$ cat config.mk
export PLATFORM = sky130hd
export DESIGN_NAME = flag_unit
export DESIGN_NICKNAME = d
export VERILOG_FILES = /design/src/rtl/flag_unit_pkg.sv /design/src/rtl/flag_unit_stack.sv /design/src/rtl/flag_unit.sv
export SDC_FILE = /design/constraint.sdc
export NUM_CORES = 1
export LEC_CHECK = 0
export CORE_AREA = 2 2 51 62
export CTS_BUF_LIST = sky130_fd_sc_hd__clkbuf_2 sky130_fd_sc_hd__clkbuf_4 sky130_fd_sc_hd__clkbuf_8
export CTS_CLUSTER_DIAMETER = 200
export DETAILED_ROUTE_END_ITERATION = 10
export DIE_AREA = 0 0 53 64
export PLACE_DENSITY_LB_ADDON = 0.15
export REMOVE_ABC_BUFFERS = 1
export SLEW_MARGIN = 20
export SYNTH_ARGS = -nofsm -noshare
export SYNTH_HDL_FRONTEND = slang
export SYNTH_HIERARCHICAL = 1
export SYNTH_SLANG_ARGS = --single-unit
$ cat constraint.sdc
create_clock -name clk -period 2.99 [get_ports clk]
set_input_delay 0.897 -clock clk [delete_from_list [all_inputs] [get_ports clk]]
set_output_delay 0.897 -clock clk [all_outputs]
set_load 0.01 [all_outputs]
$ cat src/rtl/flag_unit_pkg.sv
// Shared status-flag definitions used by the flag unit and the control/branch logic.
package flag_unit_pkg;
    localparam int FLAG_W = 4;
    localparam int FLAG_Z = 3;
    localparam int FLAG_N = 2;
    localparam int FLAG_C = 1;
    localparam int FLAG_V = 0;

    typedef logic [FLAG_W-1:0] flags_t;
endpackage

$ cat src/rtl/flag_unit_stack.sv
// Parametrised LIFO for flag context save/restore; strobes arrive pre-qualified.
module flag_stack
    import flag_unit_pkg::*;
#(
    parameter int DEPTH = 4,
    parameter int CNT_W = $clog2(DEPTH + 1)
) (
    input  logic             clk,
    input  logic             reset,
    input  logic             push,
    input  logic             pop,
    input  logic [FLAG_W-1:0] din,
    output logic [FLAG_W-1:0] dout,
    output logic [CNT_W-1:0] cnt,
    output logic             empty,
    output logic             full
);
    localparam int IDX_W = (DEPTH > 1) ? $clog2(DEPTH) : 1;

    flags_t           mem [DEPTH];
    logic [IDX_W-1:0] wr_idx;
    logic [IDX_W-1:0] rd_idx;
    logic [CNT_W-1:0] cnt_m1;

    // Indices only matter while the matching strobe is legal (not full / not empty).
    assign cnt_m1 = cnt - 1'b1;
    assign wr_idx = IDX_W'(cnt);
    assign rd_idx = IDX_W'(cnt_m1);

    assign empty = (cnt == '0);
    assign full  = (cnt == CNT_W'(DEPTH));
    assign dout  = mem[rd_idx];

    always_ff @(posedge clk) begin
        if (reset)
            cnt <= '0;
        else if (push && !full)
            cnt <= cnt + 1'b1;
        else if (pop && !empty)
            cnt <= cnt_m1;
    end

    always_ff @(posedge clk) begin
        if (push && !full)
            mem[wr_idx] <= din;
    end
endmodule

$ cat src/rtl/flag_unit.sv
// Status-flag register: ALU flag capture, software write and LIFO context stack.
module flag_unit
    import flag_unit_pkg::*;
#(
    parameter int DATA_W = 8,
    parameter int DEPTH  = 4,
    parameter int CNT_W  = $clog2(DEPTH + 1)
) (
    input  logic              clk,
    input  logic              reset,
    input  logic              alu_valid,
    input  logic [DATA_W:0]   alu_data,
    input  logic              src_a_msb,
    input  logic              src_b_msb,
    input  logic              alu_sub,
    input  logic [FLAG_W-1:0] flag_we,
    input  logic              wr_en,
    input  logic [FLAG_W-1:0] wr_data,
    input  logic              push,
    input  logic              pop,
    output logic [FLAG_W-1:0] flag_reg,
    output logic [CNT_W-1:0]  stk_cnt,
    output logic              stk_empty,
    output logic              stk_full,
    output logic              stk_err
);
    flags_t alu_flags;
    flags_t alu_upd;
    flags_t stk_top;
    flags_t flag_next;
    logic   b_eff;
    logic   push_q;
    logic   pop_q;
    logic   err_set;

    assign b_eff = src_b_msb ^ alu_sub;

    always_comb begin
        alu_flags         = '0;
        alu_flags[FLAG_Z] = ~|alu_data[DATA_W-1:0];
        alu_flags[FLAG_N] = alu_data[DATA_W-1];
        alu_flags[FLAG_C] = alu_data[DATA_W];
        alu_flags[FLAG_V] = (src_a_msb == b_eff) && (alu_data[DATA_W-1] != src_a_msb);
    end

    assign alu_upd = (alu_flags & flag_we) | (flag_reg & ~flag_we);

    // Simultaneous push+pop is treated as a conflict: neither reaches the stack.
    assign push_q  = push && !pop && !stk_full;
    assign pop_q   = pop && !push && !stk_empty;
    assign err_set = (push && pop) || (push && !pop && stk_full) || (pop && !push && stk_empty);

    always_comb begin
        flag_next = flag_reg;
        if (pop_q)
            flag_next = stk_top;
        else if (wr_en)
            flag_next = wr_data;
        else if (alu_valid)
            flag_next = alu_upd;
    end

    always_ff @(posedge clk) begin
        if (reset) begin
            flag_reg <= '0;
            stk_err  <= 1'b0;
        end else begin
            flag_reg <= flag_next;
            if (err_set)
                stk_err <= 1'b1;
        end
    end

    flag_stack #(
        .DEPTH (DEPTH),
        .CNT_W (CNT_W)
    ) u_stack (
        .clk   (clk),
        .reset (reset),
        .push  (push_q),
        .pop   (pop_q),
        .din   (flag_reg),
        .dout  (stk_top),
        .cnt   (stk_cnt),
        .empty (stk_empty),
        .full  (stk_full)
    );
endmodule

==> results.cfg, run 1 <==
[worst_setup_path]
required_ns = 2.09
critPathKind = reg -> out
path_cells = inv_1 -> ha_1 -> ha_1 -> clkdlybuf4s50_1
crit_slowest_cell = clkdlybuf4s50_1
startpoint_type = flop
critPathTopFamily = buffers and inverters
cp_max_fo = 5
crit_arrival_ns = 1.80
cp_slowest_stage_delay_ns = 0.58
cpMostUsedCell = ha_1
path_buf_inv = 2
crit_path_end_kind = output pin

[routing]
wl_microns = 2580
drt-wirelength-per-cell_microns = 15.1
drc_errors = 0
dr.pass1.iters = 4
vias = 903
drt_iter0_markers = 12
avgViaCountPerCell = 5.28
postRouteAntennaNets = 0

[synthesis]
postSynth.asyncResetShare = 0
synth_top_area_share = 0.389
netlist-cell-type-count = 36
synth-seq-cells = 24
synth_edf_count = 16
ys_seq_area_frac = 0.519
synth_top_cell_by_area = edfxtp_1
synth.avg_cell_area_sq_um = 12.5
synth_ff_type = edfxtp_1
synth_common_cells = 16 x edfxtp_1, 8 x dfxtp_1, 7 x nor2_1, 6 x ha_1, 6 x inv_1
netlist_area_sq_um = 1230
synth_most_common_cell = edfxtp_1
yosys_warnings = 6
synthTopCellsByArea = edfxtp_1 39%, dfxtp_1 13%, mux4_2 7.3%
syn_inst = 99

[clock_tree]
cts_setup_buffers = 0
root_buffer = clkbuf_4
clkSlewWorstSetupHoldPaths_ns = 0.12
cts_buffers = 3
clk_latency_ns = 0.31
ctsResizeCount = 0
cts_hold_buf = 0
cts_tree = yes
clock_sinks = 24
clock_path_buffers = 2
ctsHtreeMaxLevel = 1

[placement]
place_congestion = 0.786
dp_hpwl_microns = 2050
portBuffers = 35

[sta]
period_needed_ns = 2.70
tightestPinTransition_ns = 0.442
fin_crit_sh = 0.903
slew_headroom = 0.705
fin_skew_ns = 0.00690
setup_tns_ns = 0
hold_viol = 0
rsz0062_at_grt = false
fmax_mhz = 370
report.final.slew_viol_count = 0
finalSetupViolCount = 0

[power_and_ir_drop]
power_uw = 686
vdd_ir_drop_max_v = 0.000233
cellLeakagePower_nw = 0.578
power.density_nw_per_um2 = 415

[floorplan]
core_sq_um = 2760
row_count = 21
initial_core_util = 0.447
ioPinCount = 36
dieHeight_microns = 64
die_area_sq_um = 3390
die_w_microns = 53

[global_route]
grt_overflow = 0
grt_pass1_wl_microns = 3960
met1_usage = 0.166
antenna_found_initial = 0
grt_pass1_vias = 884
grt.busiest_layer = met2
grt.met2_usage = 0.308
grt_start_max_net_pins = 14
use_met3 = 0.0444
track_usage = 0.165

[worst_hold_path]
hold_path_class = reg -> reg

[cells_and_area]
drive_above_1_share = 0.139
antennaDiodeCount = 0
nNetsFinal = 170
fin_util = 0.600
syn_to_final_growth_pct = 34.1

[run_status]
status = completed

[run]
max_cap_violations = 0
==> where the power goes <==
part | internal [mW] | switching, mW | total [mW]
registers | 0.371 | 0.0121 | 0.383
logic | 0.0831 | 0.0581 | 0.141
clock network | 0.0744 | 0.0878 | 0.162
==> worst paths after layout <==
kind | start | endpoint | slack (ns) | cells after the start
worst max-delay path | u_stack/cnt[1] | stk_empty | 0.29 | 4
worst min-delay path | stk_err | stk_err | 0.48 | 2
worst max register to register | u_stack/cnt[1] | u_stack/mem[1][1] | 0.87 | 7
worst min register to register | stk_err | stk_err | 0.48 | 2
==> cell usage in the layout (no fill, tap or decap), types with 4 or more instances in the layout <==
cell type	n
and2_2	5
clkdlybuf4s50_1	35
dfxtp_1	8
edfxtp_1	16
ha_1	6
inv_1	6
mux4_2	4
nand2_1	5
nand3b_1	4
nor2_1	7
==> stage by stage <==
stage / setup slack [ns] / hold WS (ns) / cell area, sq um / std cells
floorplan: 0.539 / 0.503 / 1210 / 96
global placement: 0.439 / 0.450 / 1620 / 167
detailed placement: 0.427 / 0.466 / 1620 / 167
CTS: 0.265 / 0.495 / 1650 / 171
global route: 0.143 / 0.549 / 1650 / 171
finish: 0.291 / 0.484 / 1650 / 171
==> worst register-to-register path, stage by stage (launching register included) <==
cell and delay (ns):
dfxtp_1 0.39, inv_1 0.10, ha_1 0.23, and2_2 0.21, nor2_1 0.11, and2_1 0.15
a21boi_2 0.38, and2_2 0.27
==> kinds of logic after synthesis <==
kind of cell	share of synthesized area
compound gates	0.127
xor+xnor	0.00710
fa+ha+maj	0.0609
buf+inv	0.0375
flops	0.519
mux	0.0730
simple gates	0.175
==> metal layers <==
metal | wire length, microns | vias up | share of wire
met5 | 0 | - | 0
met4 | 27 | 0 | 0.010
met3 | 201 | 2 | 0.078
met2 | 1330 | 34 | 0.51
met1 | 1020 | 418 | 0.40
li1 | - | 449 | -
==> final cells by class <==
| cell class | instances | area, sq um |
|---|---|---|
| Multi-Input combinational cell | 66 | 547 |
| Timing Repair Buffer | 37 | 365 |
| Tap cell | 34 | 42.5 |
| Fill cell | 246 | 1100 |
| Inverter | 6 | 22.5 |
| Clock buffer | 4 | 36.3 |
| Sequential cell | 24 | 641 |
No activity file was read; power rests on OpenSTA's default activity.
==> run 2, diff against run 1 <==
--- a/config.mk
+++ b/config.mk
@@ -5,15 +5,14 @@
 export SDC_FILE = /design/constraint.sdc
 export NUM_CORES = 1
 export LEC_CHECK = 0
-export CORE_AREA = 2 2 51 62
+export CORE_AREA = 3 3 67 82
 export CTS_BUF_LIST = sky130_fd_sc_hd__clkbuf_2 sky130_fd_sc_hd__clkbuf_4 sky130_fd_sc_hd__clkbuf_8
 export CTS_CLUSTER_DIAMETER = 200
 export DETAILED_ROUTE_END_ITERATION = 10
-export DIE_AREA = 0 0 53 64
+export DIE_AREA = 0 0 70 85
 export PLACE_DENSITY_LB_ADDON = 0.15
 export REMOVE_ABC_BUFFERS = 1
 export SLEW_MARGIN = 20
 export SYNTH_ARGS = -nofsm -noshare
 export SYNTH_HDL_FRONTEND = slang
-export SYNTH_HIERARCHICAL = 1
 export SYNTH_SLANG_ARGS = --single-unit
==> results.cfg, run 2 <==
[synthesis]
synth_top_cell_by_area = edfxtp_1
netlist-cell-type-count = 33
synth_most_common_cell = edfxtp_1
netlist_area_sq_um = 1190
synth-seq-cells = 24
ys_seq_area_frac = 0.540
postSynth.asyncResetShare = 0
synth_top_area_share = 0.405
synth_common_cells = 16 x edfxtp_1, 10 x nand2_1, 8 x dfxtp_1, 6 x inv_1
synth_ff_type = edfxtp_1
synthTopCellsByArea = edfxtp_1 40%, dfxtp_1 13%, mux4_2 7.6%
synth_edf_count = 16
syn_inst = 98
synth.avg_cell_area_sq_um = 12.1
yosys_warnings = 0

[power_and_ir_drop]
vdd_ir_drop_max_v = 0.000176
cellLeakagePower_nw = 0.611
power.density_nw_per_um2 = 463

[worst_setup_path]
required_ns = 2.09
cp_max_fo = 5
startpoint_type = flop
path_buf_inv = 3
cpMostUsedCell = inv_1
crit_path_end_kind = output pin
crit_start = u_stack.cnt[1]
rr_startpoint = u_stack.cnt[1]
crit_arrival_ns = 1.70
critPathTopFamily = buffers and inverters
critPathKind = reg -> out
path_cells = inv_1 -> ha_1 -> nand2b_1 -> inv_1 -> clkdlybuf4s50_1
crit_slowest_cell = clkdlybuf4s50_1
cp_slowest_stage_delay_ns = 0.54

[clock_tree]
cts_setup_buffers = 0
ctsHtreeMaxLevel = 1
clkSlewWorstSetupHoldPaths_ns = 0.08
cts_tree = yes
root_buffer = clkbuf_8
clock_sinks = 24
clock_path_buffers = 2
cts_buffers = 3
cts_hold_buf = 0
clk_latency_ns = 0.26
ctsResizeCount = 0

[floorplan]
initial_core_util = 0.246
row_count = 28
core_sq_um = 4830
ioPinCount = 36
die_w_microns = 70
die_area_sq_um = 5950
dieHeight_microns = 85

[routing]
vias = 891
wl_microns = 2830
dr.pass1.iters = 4
drt-wirelength-per-cell_microns = 14.5
avgViaCountPerCell = 4.57
postRouteAntennaNets = 0
drt_iter0_markers = 24
drc_errors = 0

[sta]
tightestPinTransition_ns = 0.403
finalSetupViolCount = 0
rsz0062_at_grt = false
period_needed_ns = 2.60
report.final.slew_viol_count = 0
hold_viol = 0
setup_tns_ns = 0
fin_crit_sh = 0.868
fin_skew_ns = 0.00432
slew_headroom = 0.730
fmax_mhz = 385

[cells_and_area]
antennaDiodeCount = 0
layout_common_cells = 35 x clkdlybuf4s50_1, 16 x edfxtp_1, 10 x nand2_1, 8 x dfxtp_1, 6 x inv_1
nNetsFinal = 167
fill_cells = 495
syn_to_final_growth_pct = 38.1
fin_util = 0.339
instances_no_fill = 195
mostFrequentLayoutCell = clkdlybuf4s50_1
drive_above_1_share = 0.104

[global_route]
grt_pass1_wl_microns = 4620
track_usage = 0.101
grt_overflow = 0
grt_pass1_vias = 909
antenna_found_initial = 0
grt_start_max_net_pins = 14

[placement]
place_congestion = 0.794
portBuffers = 35
dp_hpwl_microns = 2140
placed_cells = 191

[worst_hold_path]
hold_path_class = reg -> reg
hold_path_startpoint = stk_err

[run]
max_cap_violations = 0

[run_status]
status = completed
==> run 2: cell types whose count changed in the layout (fill, tap and decap cells not counted), sizes merged, moves of 3 or more <==
cell / previous run / this run
nor2: 7 / 4
mux2i: 0 / 4
o21ai: 0 / 5
nand2: 5 / 11
nand3b: 4 / 0
and3: 0 / 3
nand2b: 0 / 3
and2: 8 / 2
==> run 2: cell families (layout without fill, tap and decap cells) <==
family / count (synthesis) / after routing / share of synthesized area
AO/OA/AOI/OAI: 17 / 17 / 0.0948
XOR/XNOR: 1 / 1 / 0.00738
adder cells (fa/ha/maj): 5 / 5 / 0.0527
buffers and inverters: 10 / 47 / 0.0432
flip-flops: 24 / 24 / 0.540
multiplexers: 9 / 9 / 0.119
AND/OR/NAND/NOR: 32 / 32 / 0.143
==> run 2: where the power goes <==
| part | leakage (nW) | total (mW) | switching, mW | internal [mW] |
|---|---|---|---|---|
| registers | 0.214 | 0.393 | 0.0166 | 0.376 |
| logic | 0.373 | 0.177 | 0.0751 | 0.102 |
| clock network | 0.0231 | 0.189 | 0.0975 | 0.0917 |
==> run 2: worst paths after layout <==
kind	end	slack, ns	depth (start not counted)
setup / recovery	stk_empty	0.39	5
hold / removal	stk_err	0.49	2
setup reg to reg	flop	1.36	4
hold reg to reg	stk_err	0.49	2
==> run 2: cell type report <==
cell class	instances	area, sq um	area share
clock buffer	3	41.3	0.0252
clock inverter	1	3.75	0.00229
inverter	7	26.3	0.0160
multi-input combinational	64	495	0.302
sequential	24	641	0.391
tap	60	75.1	0.0458
timing repair buffer	36	358	0.218
==> run 2: per-layer routing <==
metal,track usage,part of all wire
met2,0.157,0.46
met5,0,0
met4,0.0662,0.039
met3,0.0273,0.075
met1,0.122,0.43
==> run 2: worst register-to-register path: stages, from the launching register on <==
cell and delay [ns]:
dfxtp_1 0.41, inv_1 0.10, ha_1 0.45, mux4_2 0.34, a22o_1 0.23
==> run 2: through the flow <==
stage	setup WS, ns	hold slack, ns	cell area (sq um)	total power [mW]
floorplan	0.931	0.518	1160	0.484
global placement	0.644	0.472	1600	0.581
detailed placement	0.622	0.477	1600	0.580
CTS	0.368	0.501	1640	0.772
global route	0.281	0.537	1640	0.797
finish	0.394	0.489	1640	0.759
